File: config.mk
export PLATFORM = sky130hd
export DESIGN_NAME = dir_remap_pipe
export DESIGN_NICKNAME = d
export VERILOG_FILES = /design/src/rtl/dir_remap_pipe.sv
export SDC_FILE = /design/constraint.sdc
export NUM_CORES = 1
export LEC_CHECK = 0
export BUFFER_PORTS_ARGS = -buffer_cell sky130_fd_sc_hd__clkbuf_2
export CAP_MARGIN = 5
export CORE_ASPECT_RATIO = 1.4
export CORE_MARGIN = 2
export CORE_UTILIZATION = 40
export CTS_CLUSTER_DIAMETER = 120
export DETAILED_ROUTE_END_ITERATION = 10
export SYNTH_ARGS = -nofsm -noshare
export SYNTH_HDL_FRONTEND = slang
export SYNTH_SLANG_ARGS = --single-unit
File: constraint.sdc
create_clock -name clk -period 5.8 [get_ports clk]
set_clock_uncertainty 0.2 [all_clocks]
set_input_delay 0.29 -clock clk [delete_from_list [all_inputs] [get_ports clk]]
set_output_delay 0.29 -clock clk [all_outputs]
set_load 0.05 [all_outputs]
File: src/rtl/dir_remap_pipe.sv
// Lane/bit remapping stage feeding a 2-entry in-order buffer with a completed-transfer counter.
// Handshake outputs and out_data derive only from registered state.
module dir_remap_pipe #(
    parameter int unsigned WIDTH = 4,
    parameter int unsigned LANES = 2,
    parameter int unsigned CNTW  = 16
) (
    input  logic                     clk,
    input  logic                     rst_n,
    input  logic                     in_valid,
    output logic                     in_ready,
    input  logic [WIDTH*LANES-1:0]   in_data,
    input  logic [1:0]               in_mode,
    output logic                     out_valid,
    input  logic                     out_ready,
    output logic [WIDTH*LANES-1:0]   out_data,
    output logic [CNTW-1:0]          xfer_cnt
);

    localparam int unsigned D = WIDTH * LANES;

    logic [1:0]      count_q, count_d;
    logic [D-1:0]    head_q, head_d;
    logic [D-1:0]    tail_q, tail_d;
    logic [CNTW-1:0] xfer_q, xfer_d;
    logic [D-1:0]    remapped;
    logic            push, pop;

    function automatic logic [D-1:0] remap(input logic [D-1:0] d, input logic [1:0] m);
        logic [D-1:0] r;
        r = '0;
        for (int k = 0; k < int'(LANES); k++) begin
            for (int b = 0; b < int'(WIDTH); b++) begin
                int idx;
                idx = k * int'(WIDTH) + b;
                unique case (m)
                    2'b00: r[idx] = d[idx];
                    2'b01: r[idx] = d[k * int'(WIDTH) + int'(WIDTH) - 1 - b];
                    2'b10: r[idx] = d[(int'(LANES) - 1 - k) * int'(WIDTH) + b];
                    default: r[idx] = d[int'(D) - 1 - idx];
                endcase
            end
        end
        return r;
    endfunction

    assign in_ready  = (count_q != 2'd2);
    assign out_valid = (count_q != 2'd0);
    assign out_data  = out_valid ? head_q : '0;
    assign xfer_cnt  = xfer_q;

    assign push     = in_valid && in_ready;
    assign pop      = out_valid && out_ready;
    assign remapped = remap(in_data, in_mode);

    // Pop is applied first so a simultaneous push lands in whichever slot is then free.
    always_comb begin
        count_d = count_q;
        head_d  = head_q;
        tail_d  = tail_q;
        xfer_d  = xfer_q;
        if (pop) begin
            head_d  = tail_q;
            count_d = count_q - 2'd1;
            xfer_d  = xfer_q + CNTW'(1);
        end
        if (push) begin
            if (count_d == 2'd0) begin
                head_d = remapped;
            end else begin
                tail_d = remapped;
            end
            count_d = count_d + 2'd1;
        end
    end

    always_ff @(posedge clk or negedge rst_n) begin
        if (!rst_n) begin
            count_q <= 2'd0;
            head_q  <= '0;
            tail_q  <= '0;
            xfer_q  <= '0;
        end else begin
            count_q <= count_d;
            head_q  <= head_d;
            tail_q  <= tail_d;
            xfer_q  <= xfer_d;
        end
    end

endmodule

# After elaboration in Yosys (flattened, before gate mapping)
# Index checks and enable logic that the tools add are counted.
totals:
  in_bits: 14
  regBits: 34
  latchBits: 0
  mem_bits_ro: 0
  elab_cells: 31
  out_inout_bits: 26
  mem_count: 0
  ram_bits: 0
op_classes:
  multipliers: 0
  eq_ne: 3
  n_shift: 0
  n_addsub: 3
  n_mux: 14
  magnitude_cmp: 0
  n_div: 0
  bitwise: 1
  n_reduce_logical: 6
op_table:
  columns: ["op", "count"]
  rows:
  - ["$mux 8", 4]
  - ["$pmux 1 s3", 8]
  - ["$add 16x1->16 const B", 1]
  - ["$logic_not 2->1", 2]
  - ["$mux 2", 2]
  - ["$add 2x1->2 const B", 1]
  - ["$eq 2x1->1 const B", 1]
  - ["$eq 2x2->1 const B", 1]
  - ["$logic_and 1x1->1", 2]
  - ["$ne 2x2->1 const B", 1]
  - ["$reduce_and 2->1", 1]
  - ["$reduce_bool 2->1", 1]
  - ["$sub 2x1->2 const B", 1]
  - ["$not 1->1", 1]

# Depth between registers and ports, before layout
depth:
  depth_word: 6
  ltp_mapped: 11
  ltp_nobuf: 9

# Worst setup path before layout
# No wires, ideal clock.
synth_timing:
  kind: "reg2reg"
  from: "register count_q[0]"
  to: "register tail_q[0]"
  synth_period_minus_slack_ns: 2.273
  arrival_time_ns: 1.948
  n_path_buf: 2
  setup_slack_ns: 3.527
  setup_time_ns: 0.125
  stages_incl_launch_ff: 10
  required_ns: 5.475
  path_cell_list: "dfrtp_1 > inv_1 > ha_1 > clkbuf_1 > nor2b_2 > xnor2_1 > ha_1 > nand2b_1 > buf_2 > mux2_2"
synth_between:
  elab_chain_len: 6
  word_cells_on_any_way: 9
  classes_between: "add/sub (1); eq/ne (1); mux (1); bitwise (1); reduce/logical (5)"
synth_lines:
  columns: ["item", "line_no", "text"]
  rows:
  - ["start: declaration", "22", "logic [1:0] count_q, count_d;"]
  - ["start signal: assignment", "84", "count_q <= count_d;"]
  - ["parallel branches: the longest is 5 deep, another holds $sub 2x1->2", null, null]
  - ["$reduce_and 2->1 (no line) (*)", null, null]
  - ["end signal: assignment", "86", "tail_q <= tail_d;"]
  - ["end: declaration", "24", "logic [D-1:0] tail_q, tail_d;"]
# Every way passes the cells marked *.
# A chain may end at the register's enable or synchronous reset.

# Worst setup path in the final report
layout_timing:
  from: "register count_q[0]"
  to: "register tail_q[7]"
# Same word-level chain as after synthesis.

==> out/metrics.cfg <==
[setup_path]
path_class = register to register
critPathCapture = tail_q[7]
crit_fanout = 16
r2r_slack_ps = 2890
cp-startpoint = count_q[0]
timing.rr.end = tail_q[7]
rr_worst_depth = 8
r2r-start = count_q[0]
worstPathArrival_ps = 2870
critPathRequiredTime_ps = 5760
endpoint_kind = register
cp-start-kind = register

[die]
ioPinCount = 40
die_area_um2 = 4950
num_rows = 28
dieWidth_um = 60.0
start_util = 0.415
fp.dieH_um = 82.4
core_area_um2 = 4240

[sta]
fin_tns_setup_ps = 0
rsz0062_at_grt = false
worst_slew_pin_slew_ps = 827
finalHoldViolations = 0
relSlewSlack = 0.449
finalCriticalPeriod_ps = 2910
max_freq_ghz = 0.344
setup_viol = 0
fin_crit_sh = 0.501
slew_violations = 0

[logic_synthesis]
ys_ff_latch = 34
syn-cell-area_um2 = 1760
synthTopCellsByArea = dfrtp_1 (48%), mux4_2 (10%), xnor2_1 (7.0%), mux2_2 (5.1%), nand2_1 (5.1%)
synth_top_area_share = 0.484
avgSynthCellArea_um2 = 11.1
synth_top_cell_by_area = dfrtp_1
yosys_warnings = 0
synth_fp_nets = 177
yosysSeqAreaShare = 0.484
netlist_instances = 159
ys_types = 22

[place]
port_buffers = 39
routabilityCongestion = 0.736
dpl.hpwl_um = 2490
placed_cells = 250
placed_cell_area_um2 = 1980

[clock_network]
post_cts_buffers = 0
clkTransAtPathRegs_ps = 60
worstSkewPairLatency_ps = 280
cts_tree = built
clock_path_buffers = 2
clock-sinks = 34
clockRootBuffer = clkbuf_8
htree_levels = 2
cts_buffers = 5

[power]
ir_worst_vdd_v = 0.000202
power.total_w = 0.00115
power_leakage_nw = 0.953
cellPowerDensity_nw_per_um2 = 557

[cells_and_area]
final_area_um2 = 2070
fin_cells = 257
syn2layout_area_growth_pct = 17.9
drive_gt1_frac = 0.320
final_cell_mix = clkbuf_2 (39), dfrtp_1 (34), nand2_1 (24)
fin_nets = 216
final_common_cell = clkbuf_2
antenna_cells = 0
finish.utilization = 0.489

[global_routing]
antenna_found_initial = 0
grt_max_degree = 35
grt_pass1_wl_um = 5620
grt_usage = 0.154
grt.overflow.total = 0
first_global_vias = 1290

[status]
outcome = completed

[route]
wirelength_um = 3220
wl_per_cell_um = 12.5
drc = 0
vias = 1264
dr.pass1.iters = 4
ant_nets = 0
vias_per_cell = 4.92
drt_first_iter_violations = 51

[min_path]
hold_path_class = primary input to register
min_delay_path_depth = 3

[run]
cap_violations = 0

[what timing repair did]
action	4_1_cts	5_1_grt
gates resized for setup	0	0
endpoints found under the hold margin	34	0
hold buffers	1	0
[worst min path at each step]
stage | start | end | slack (ps)
finish | in_valid | count_q[1] | 220
global route | in_valid | count_q[1] | 220
CTS | in_valid | count_q[1] | 220
detailed placement | rst_n | xfer_cnt[6] | 240
global placement | rst_n | xfer_cnt[6] | 220
floorplan | rst_n | count_q[0] | -210
[final cells by class]
| type | instances | area (µm²) |
|---|---|---|
| Tap cell | 60 | 75.1 |
| Sequential cell | 34 | 851 |
| Multi-Input combinational cell | 111 | 836 |
| Timing Repair Buffer | 40 | 205 |
| Clock buffer | 6 | 82.6 |
| Fill cell | 378 | 2170 |
| Inverter | 6 | 22.5 |
[registers in the layout (all words and copies together), names as in the netlist]
register  cells
count_q       2
head_q        8
tail_q        8
xfer_cnt     16
[worst max-delay path, cell delays in order, from the launching register on]
cell	delay, ps
dfrtp_1	380
inv_1	90
ha_1	380
nand2b_1	530
nor2_1	90
a21oi_1	200
ha_1	200
nand2b_1	330
mux2_2	380
[kinds of logic (layout without fill, tap and decap cells)]
family                   after synthesis  after routing  share of synthesized area
flip-flops                            34             34                      0.484
adder cells (fa/ha/maj)                4              4                     0.0285
buffers and inverters                 14             52                     0.0406
AO/OA/AOI/OAI                          9              9                     0.0313
XOR/XNOR                              17             17                     0.0847
AND/OR/NAND/NOR                       64             64                      0.172
multiplexers                          17             17                      0.159
[power by group]
part / internal [W] / switching [W]
sequential: 0.000328 / 0.0000639
combinational: 0.000188 / 0.000406
clock: 0.0000914 / 0.0000763
[cell usage after synthesis]
| library cell | instances |
|---|---|
| mux2i_1 | 1 |
| dfrtp_1 | 34 |
| and3_1 | 1 |
| mux4_2 | 8 |
| buf_6 | 2 |
| a21oi_1 | 1 |
| nand2b_1 | 2 |
| xnor2_1 | 14 |
| a31oi_1 | 8 |
| nor3_1 | 2 |
| clkbuf_1 | 3 |
| nand3_1 | 7 |
| nand4_1 | 5 |
| mux2_2 | 8 |
| nor2_1 | 13 |
| nor2b_1 | 8 |
| buf_2 | 3 |
| inv_1 | 6 |
| ha_1 | 4 |
| nand2_1 | 24 |
| nor2b_2 | 2 |
| xor2_1 | 3 |
[metrics by stage]
step / hold slack [ps] / worst slack [ps]
4_1_cts: 216 / 2840
3_5_place_dp: 236 / 2860
2_1_floorplan: -206 / 3530
5_1_grt: 223 / 2610
6_report: 220 / 2890
3_3_place_gp: 220 / 3010
[metal layers]
metal,vias up,global-route usage,wire length [µm]
li1,618,-,-
met1,598,0.163,1290
met2,40,0.271,1670
met3,8,0.0514,171
met4,0,0.0689,83
met5,-,0,0
No activity file was read; power rests on OpenSTA's default activity.
